<file path="config.mk">
export PLATFORM = sky130hd
export DESIGN_NAME = tpiu_frame_sync
export DESIGN_NICKNAME = d
export VERILOG_FILES = /design/src/rtl/tpiu_sync_pkg.sv /design/src/rtl/tpiu_sync_detect.sv /design/src/rtl/tpiu_frame_sync.sv
export SDC_FILE = /design/constraint.sdc
export NUM_CORES = 1
export LEC_CHECK = 0
export ABC_AREA = 1
export CAP_MARGIN = 20
export CORE_UTILIZATION = 40
export DETAILED_ROUTE_END_ITERATION = 6
export SKIP_LAST_GASP = 1
export SYNTH_ARGS = -nofsm -noshare
export SYNTH_HDL_FRONTEND = slang
export SYNTH_SLANG_ARGS = --single-unit
</file>
<file path="constraint.sdc">
create_clock -name trace_clk -period 2.2 [get_ports trace_clk]
set_input_delay 0.33 -clock trace_clk [delete_from_list [all_inputs] [get_ports trace_clk]]
set_output_delay 0.33 -clock trace_clk [all_outputs]
set_load 0.05 [all_outputs]
</file>
<file path="src/rtl/tpiu_sync_pkg.sv">
// Shared constants and state type for the TPIU frame synchroniser.
// Referenced by tpiu_sync_detect and tpiu_frame_sync.
package tpiu_sync_pkg;

  localparam logic [3:0] SYNC_FILL = 4'hF;
  localparam logic [3:0] SYNC_END  = 4'h7;
  localparam logic [7:0] BYTE_FILL = 8'hFF;
  localparam logic [7:0] BYTE_END  = 8'h7F;

  localparam logic [2:0] FRUN_MAX = 3'd7;

  typedef enum logic {
    ST_UNSYNCED = 1'b0,
    ST_SYNCED   = 1'b1
  } sync_state_t;

endpackage

</file>
<file path="src/rtl/tpiu_sync_detect.sv">
// Counts consecutive 4'hF nibbles and flags a full sync (FF FF FF 7F).
// The run count is frozen while enable is low.
module tpiu_sync_detect
  import tpiu_sync_pkg::*;
(
  input  logic       clk,
  input  logic       reset,
  input  logic       enable,
  input  logic [3:0] nibble,
  output logic       full_sync
);

  logic [2:0] frun_q;
  logic [2:0] frun_d;

  always_comb begin
    frun_d = frun_q;
    if (enable) begin
      if (nibble == SYNC_FILL) begin
        if (frun_q != FRUN_MAX) begin
          frun_d = frun_q + 3'd1;
        end
      end else begin
        frun_d = 3'd0;
      end
    end
  end

  // Compares against the count before this nibble updates it.
  assign full_sync = enable && (nibble == SYNC_END) && (frun_q == FRUN_MAX);

  always_ff @(posedge clk) begin
    if (reset) begin
      frun_q <= 3'd0;
    end else begin
      frun_q <= frun_d;
    end
  end

endmodule

</file>
<file path="src/rtl/tpiu_frame_sync.sv">
// TPIU trace nibble-to-byte framer with full-sync alignment.
// Define TPIU_HALFSYNC_FILTER_EN to drop aligned FF,7F halfword-sync pairs.
//
// state       | meaning
// ST_UNSYNCED | no byte alignment, nibbles are discarded
// ST_SYNCED   | aligned, nibbles paired low-first into bytes
module tpiu_frame_sync
  import tpiu_sync_pkg::*;
#(
  parameter int pSYNC_CNT_WIDTH = 8
) (
  input  logic                       trace_clk,
  input  logic                       reset,
  input  logic [3:0]                 I_trace_data,
  input  logic                       I_enable,
  output logic [7:0]                 O_data,
  output logic                       O_data_valid,
  output logic                       O_synced,
  output logic                       O_resync,
  output logic [pSYNC_CNT_WIDTH-1:0] O_sync_count
);

  localparam logic [pSYNC_CNT_WIDTH-1:0] CNT_ONE = {{(pSYNC_CNT_WIDTH-1){1'b0}}, 1'b1};

  sync_state_t                state_q, state_d;
  logic                       phase_q, phase_d;
  logic [3:0]                 low_q, low_d;
  logic [pSYNC_CNT_WIDTH-1:0] cnt_q, cnt_d;
  logic [7:0]                 data_q, data_d;
  logic                       vld_q, vld_d;
  logic                       resync_q, resync_d;

  logic                       full_sync;
  logic                       byte_v;
  logic [7:0]                 byte_b;

`ifdef TPIU_HALFSYNC_FILTER_EN
  logic                       held_q, held_d;
  logic                       pend_v_q, pend_v_d;
  logic [7:0]                 pend_q, pend_d;
`endif

  tpiu_sync_detect u_detect (
    .clk       (trace_clk),
    .reset     (reset),
    .enable    (I_enable),
    .nibble    (I_trace_data),
    .full_sync (full_sync)
  );

  // Alignment FSM and nibble pairing; phase_q high means a low nibble is held.
  always_comb begin
    state_d  = state_q;
    phase_d  = phase_q;
    low_d    = low_q;
    cnt_d    = cnt_q;
    resync_d = 1'b0;
    byte_v   = 1'b0;
    byte_b   = {I_trace_data, low_q};

    if (!I_enable) begin
      state_d = ST_UNSYNCED;
      phase_d = 1'b0;
    end else if (full_sync) begin
      state_d = ST_SYNCED;
      phase_d = 1'b0;
      if (cnt_q != {pSYNC_CNT_WIDTH{1'b1}}) begin
        cnt_d = cnt_q + CNT_ONE;
      end
      if (state_q == ST_SYNCED) begin
        if (phase_q) begin
          byte_v = 1'b1;
        end else begin
          resync_d = 1'b1;
        end
      end
    end else if (state_q == ST_SYNCED) begin
      if (!phase_q) begin
        low_d   = I_trace_data;
        phase_d = 1'b1;
      end else begin
        byte_v  = 1'b1;
        phase_d = 1'b0;
      end
    end
  end

`ifdef TPIU_HALFSYNC_FILTER_EN
  // An FF is held until the following byte shows whether it starts a halfword sync.
  always_comb begin
    data_d   = data_q;
    vld_d    = 1'b0;
    held_d   = held_q;
    pend_v_d = 1'b0;
    pend_d   = pend_q;

    if (pend_v_q && I_enable) begin
      vld_d  = 1'b1;
      data_d = pend_q;
    end

    if (!I_enable || resync_d) begin
      held_d = 1'b0;
    end

    if (byte_v) begin
      if (held_q) begin
        if (byte_b == BYTE_END) begin
          held_d = 1'b0;
        end else if (byte_b == BYTE_FILL) begin
          vld_d  = 1'b1;
          data_d = BYTE_FILL;
        end else begin
          vld_d    = 1'b1;
          data_d   = BYTE_FILL;
          held_d   = 1'b0;
          pend_v_d = 1'b1;
          pend_d   = byte_b;
        end
      end else if (byte_b == BYTE_FILL) begin
        held_d = 1'b1;
      end else begin
        vld_d  = 1'b1;
        data_d = byte_b;
      end
    end
  end
`else
  always_comb begin
    data_d = data_q;
    vld_d  = 1'b0;
    if (byte_v) begin
      vld_d  = 1'b1;
      data_d = byte_b;
    end
  end
`endif

  always_ff @(posedge trace_clk) begin
    if (reset) begin
      state_q  <= ST_UNSYNCED;
      phase_q  <= 1'b0;
      low_q    <= 4'h0;
      cnt_q    <= '0;
      data_q   <= 8'h00;
      vld_q    <= 1'b0;
      resync_q <= 1'b0;
    end else begin
      state_q  <= state_d;
      phase_q  <= phase_d;
      low_q    <= low_d;
      cnt_q    <= cnt_d;
      data_q   <= data_d;
      vld_q    <= vld_d;
      resync_q <= resync_d;
    end
  end

`ifdef TPIU_HALFSYNC_FILTER_EN
  always_ff @(posedge trace_clk) begin
    if (reset) begin
      held_q   <= 1'b0;
      pend_v_q <= 1'b0;
      pend_q   <= 8'h00;
    end else begin
      held_q   <= held_d;
      pend_v_q <= pend_v_d;
      pend_q   <= pend_d;
    end
  end
`endif

  assign O_data       = data_q;
  assign O_data_valid = vld_q;
  assign O_synced     = (state_q == ST_SYNCED);
  assign O_resync     = resync_q;
  assign O_sync_count = cnt_q;

endmodule

</file>
==> results of run 1 <==
==> power by group through the flow <==
stage	sequential [uW]	combinational, uW	clock [uW]
6_report	493	43.4	206
5_1_grt	494	49.5	242
3_3_place_gp	504	42.7	0
4_1_cts	494	44.2	218
2_1_floorplan	504	22.6	0
3_5_place_dp	504	43.6	0
==> cell families after synthesis <==
family | after synthesis | share of synthesized area
buf+inv | 27 | 0.08813
compound gates | 33 | 0.1430
xor+xnor | 1 | 0.006857
flops | 27 | 0.4231
simple gates | 84 | 0.3095
fa+ha+maj | 3 | 0.02939
==> synth_stat cells <==
cell type / count / area [um2]
nand2_1: 39 / 146.4
dfxtp_1: 27 / 540.5
inv_1: 21 / 78.83
nor2_1: 16 / 60.06
a21oi_1: 15 / 75.07
o21ai_0: 13 / 65.06
nand3_1: 12 / 60.06
a21oi_2: 4 / 35.03
nand2_2: 4 / 25.02
ha_1: 3 / 37.54
nand4_1: 3 / 18.77
nor2_2: 3 / 18.77
nand2_4: 2 / 22.52
nor2_4: 2 / 22.52
a211oi_1: 1 / 7.510
buf_1: 1 / 3.750
buf_2: 1 / 5.000
buf_6: 1 / 11.26
clkbuf_2: 1 / 5.000
clkinv_2: 1 / 5.000
inv_2: 1 / 3.750
nand3_2: 1 / 10.01
nor3_1: 1 / 5.000
or2_1: 1 / 6.260
xor2_1: 1 / 8.760
==> layout make-up <==
class | count | area, um2
Sequential cell | 27 | 540.5
Clock inverter | 1 | 5.005
Clock buffer | 3 | 22.52
Fill cell | 309 | 1460
Timing Repair Buffer | 26 | 257.7
Tap cell | 44 | 55.05
Inverter | 23 | 87.58
Multi-Input combinational cell | 121 | 624.3
==> worst max path at each step <==
stage / start / to / slack, ns / cells after the start
after global routing: O_sync_count[2]$_SDFFE_PP0P_ / O_sync_count[2] / 0.05 / 1
final: O_sync_count[2]$_SDFFE_PP0P_ / O_sync_count[2] / 0.13 / 1
after global placement: I_enable / O_data[4]$_SDFFE_PP0P_ / 0.39 / 4
after detailed placement: I_enable / O_data[3]$_SDFFE_PP0P_ / 0.33 / 4
after CTS: O_sync_count[2]$_SDFFE_PP0P_ / O_sync_count[2] / 0.12 / 1
after floorplan: O_sync_count[1]$_SDFFE_PP0P_ / O_sync_count[3]$_SDFFE_PP0P_ / 0.55 / 7
==> flip-flops by register name, indices dropped and copies added (netlist names) <==
| register | cells |
|---|---|
| O_data | 8 |
| O_sync_count | 8 |
| low_q | 4 |
| u_detect.frun_q | 3 |
| O_data_valid | 1 |
| O_resync | 1 |
| O_synced | 1 |
| phase_q | 1 |
==> per-stage QoR <==
stage	setup WS, ns	cells	total power [uW]	hold WS, ns
global route	0.05022	245	785.7	0.4740
global placement	0.3884	241	546.7	0.4333
detailed placement	0.3347	241	547.8	0.4366
CTS	0.1236	245	756.1	0.4564
floorplan	0.5547	175	526.4	0.3924
finish	0.1332	245	742.9	0.4552
==> metal layers <==
| metal | part of all wire | GRT usage |
|---|---|---|
| met1 | 0.46 | 0.2133 |
| met2 | 0.48 | 0.3103 |
| met3 | 0.040 | 0.03516 |
| met4 | 0.016 | 0.07143 |
| met5 | 0 | 0 |
==> flow_summary.toml, run 1 <==
[worst_setup_path]
startpoint_type = "register"
cp_max_fo = 9
reg2reg_to = "O_sync_count[2]$_SDFFE_PP0P_"
worstRegToRegCells = 9
critPathMaxStageDelay_ns = 0.87
path_cells = "clkdlybuf4s50_1"
critPathTopFamily = "buffers and inverters"
worstSetupPathType = "reg -> out"
required_ns = 1.87
reg2reg_setup_slack_ns = 0.67
cp.arrival_ns = 1.74
r2r-start = "u_detect.frun_q[0]$_SDFFE_PP0P_"
crit_buf_inv = 1
cp-end-kind = "output pin"
cp_slowest_cell = "clkdlybuf4s50_1"

[clocking]
clock_latency_ns = 0.32
cts_resized = 0
clkTransAtPathRegs_ns = 0.13
cts_tree = "built"
htree_levels = 1
cts_sinks = 27
cts_root_buf = "clkbuf_4"
hold_buffers = 0
clockBufferDepth = 2
postCtsSetupRepairBufs = 0
numCtsBuffers = 3

[pwr]
switching_share = 0.2222
p_seq_frac = 0.664
irDropWorstVdd_uv = 181.1
p_int_uw = 577.9
p_leak_uw = 0.0005918
p_switching_uw = 165.1
p_per_area_mw_per_mm2 = 466.4
clkPwrFrac = 0.277
combPwrFrac = 0.058

[timing]
skew_ns = 0.001039
fmax_ghz = 0.4838
drv_slew = 0
worst_pin_slew_ns = 0.5455
hold_viol_final = 0
slew_headroom = 0.6353
rsz0062_at_grt = "no"
fin_crit_sh = 0.9395
post-route-min-period_ns = 2.067
setup-violations-final = 0
final.setup.tns_ns = 0

[routing]
drt_pass1_iterations = 4
drt-vias-per-instance = 4.731
vias = 1159
routed_wl_um = 2632
drc = 0
drt_iter0_markers = 57
antenna_left = 0
wl_per_cell_um = 10.74

[finish]
syn_to_final_growth_pct = 24.68
mostFrequentLayoutCells = "nand2_1 (39), dfxtp_1 (27), clkdlybuf4s50_1 (25), inv_1 (21), nor2_1 (16)"
n_antenna_cell = 0
fin_nets = 212
drive_above_1_share = 0.1144
final_common_cell = "nand2_1"
final_cell_area_mm2 = 0.001593
post-route-util = 0.5217

[synthesis]
ys_ff_latch = 27
synth-seq-area-share = 0.4231
syn_area_per_cell_um2 = 7.300
syn_area_mm2 = 0.001277
netlist_instances = 175
synth_warnings = 0
syn_nets = 185
synth_cell_types = 25

[global_routing]
grt_pass1_wl_um = 4512
grt_max_degree = 18
grt-ovfl-total = 0
grt_pass1_vias = 1035
antenna_found_initial = 0
track_usage = 0.1776

[floorplan]
die-height_um = 58.51
start_util = 0.4184
std_cell_rows = 20
io_pins = 26
core_mm2 = 0.003053
die_w_um = 58.51
dieArea_mm2 = 0.003423

[placement]
dpl.hpwl_um = 2026
port_buffers = 25
place.gp.congestion = 0.7944
detailed_place.area_mm2 = 0.001565

[hold_path]
holdPathStages = 2
hold_start = "O_data[2]$_SDFFE_PP0P_"
hold_class = "reg -> reg"
min_to = "O_data[2]$_SDFFE_PP0P_"

[run]
maxCapViolCount = 0

[run_status]
status = "complete, no violations"
Power figures use the tool's default switching activity.
==> inputs of run 2 (changes only) <==
Settings changed: CELL_PAD_IN_SITES_DETAIL_PLACEMENT from default to 0, CELL_PAD_IN_SITES_GLOBAL_PLACEMENT from default to 2, CORE_UTILIZATION 40 to 30, PLACE_DENSITY_LB_ADDON from default to 0.1.
==> run 2 against run 1 <==
  * Final area increased by 2.1%
  * Register-to-register slack improved by 0.05 ns
  * Worst setup slack improved by 0.11 ns
  * Sequential share of layout area decreased by 0.70 points
  * Routed wire length increased by 7.5%
  * Clock skew increased by 0.0051 ns
  * Non-clock buffer count increased by 1
  * Critical path depth unchanged
  * Sequential power about the same
  * Cell count increased by 2.9%
  * Flip-flop and latch count unchanged
  * Clock power increased by 37%
  * Critical path type unchanged
  * Highest routed layer unchanged
==> flow_summary.toml, run 2 (synthesized netlist as in run 1, its figures left out) <==
[run_status]
status = "complete, no violations"

[routing]
drt-vias-per-instance = 4.548
drt_iter0_markers = 17
antenna_left = 0
routed_wl_um = 2830
drt_pass1_iterations = 2
wl_per_cell_um = 11.23
vias = 1146
drc = 0

[worst_setup_path]
crit_buf_inv = 1
path_cells = "clkdlybuf4s50_1"
worstSetupPathType = "reg -> out"
cp_max_fo = 8
cp.arrival_ns = 1.63
critPathMaxStageDelay_ns = 0.87
cp-end-kind = "output pin"
startpoint_type = "register"
cp_slowest_cell = "clkdlybuf4s50_1"
required_ns = 1.87
critPathTopFamily = "buffers and inverters"

[finish]
n_antenna_cell = 0
mostFrequentLayoutCells = "nand2_1 (39), dfxtp_1 (27), clkdlybuf4s50_1 (25), inv_1 (21), nor2_1 (16)"
drive_above_1_share = 0.1188
final_common_cell = "nand2_1"
fin_nets = 213
layoutNonFillerInstCount = 252
syn_to_final_growth_pct = 27.33
final_cell_area_mm2 = 0.001627
post-route-util = 0.4009

[timing]
slew_headroom = 0.6348
hold_viol_final = 0
drv_slew = 0
worst_pin_slew_ns = 0.5463
setup-violations-final = 0
fin_crit_sh = 0.8907
rsz0062_at_grt = "no"
post-route-min-period_ns = 1.960
final.setup.tns_ns = 0
skew_ns = 0.006174
fmax_ghz = 0.5103

[clocking]
clock_latency_ns = 0.27
hold_buffers = 0
cts_resized = 0
cts_tree = "built"
clockBufferDepth = 2
postCtsSetupRepairBufs = 0
numCtsBuffers = 3
htree_levels = 1
cts_sinks = 27
clkTransAtPathRegs_ns = 0.09
cts_root_buf = "clkbuf_8"

[floorplan]
die_w_um = 67.26
std_cell_rows = 23
start_util = 0.3148
io_pins = 26
die-height_um = 67.26
dieArea_mm2 = 0.004523
core_mm2 = 0.004058

[global_routing]
grt-ovfl-total = 0
track_usage = 0.1424
antenna_found_initial = 0
grt_max_degree = 18
grt_pass1_wl_um = 4774
grt_pass1_vias = 1074

[placement]
detailed_place.area_mm2 = 0.001580
post-place-cells = 248
place.gp.congestion = 0.7584
dpl.hpwl_um = 2136
port_buffers = 25

[pwr]
p_per_area_mw_per_mm2 = 504.2
p_leak_uw = 0.0006050
irDropWorstVdd_uv = 207.3

[run]
maxCapViolCount = 0

[hold_path]
hold_class = "reg -> reg"
[run 2: cell count changes in the layout (fill, tap and decap cells not counted)]
cell      previous run  this run
clkbuf_8             0         3
clkbuf_4             3         0
buf_4                1         2
[run 2: per-layer routing]
metal / wire [um] / global-route usage
met5: 0 / 0
met1: 1362 / 0.1668
met2: 1362 / 0.2538
met4: 30 / 0.05585
met3: 75 / 0.02534
[run 2: layout make-up]
class,instances,area (um2)
tap,50,62.56
clock inverter,1,5.005
inverter,23,87.58
clock buffer,3,41.29
sequential,27,540.5
timing repair buffer,27,265.3
multi-input combinational,121,624.3
fill,423,2431
[run 2: through the flow]
stage                     setup slack [ns]  power (uW)  hold WS (ns)
after global placement              0.3508       547.8        0.4332
after global routing                0.1789       867.9        0.4704
after floorplan                     0.5547       526.4        0.3924
final                               0.2404       820.1        0.4491
after detailed placement            0.3441       548.4        0.4397
after CTS                           0.2250       837.8        0.4540
[run 2: power by group]
| part | switching (uW) | internal [uW] |
|---|---|---|
| sequential | 1.65 | 491 |
| clock | 156 | 127 |
| combinational | 26.1 | 17.8 |
| total | 184 | 636 |
[run 2: worst paths after layout]
path | slack, ns | to | depth (start not counted) | start
hold / removal | 0.45 | O_data[6]$_SDFFE_PP0P_ | 2 | O_data[6]$_SDFFE_PP0P_
hold reg to reg | 0.45 | O_data[6]$_SDFFE_PP0P_ | 2 | O_data[6]$_SDFFE_PP0P_
setup reg to reg | 0.72 | O_sync_count[2]$_SDFFE_PP0P_ | 9 | u_detect.frun_q[0]$_SDFFE_PP0P_
setup / recovery | 0.24 | O_sync_count[3] | 1 | O_sync_count[3]$_SDFFE_PP0P_
==> inputs of run 3 (changes only) <==
Settings changed: CAP_MARGIN 20 to 5.
==> results of run 3 <==
No change in the layout: final DEF, timing and power equal those of run 2.
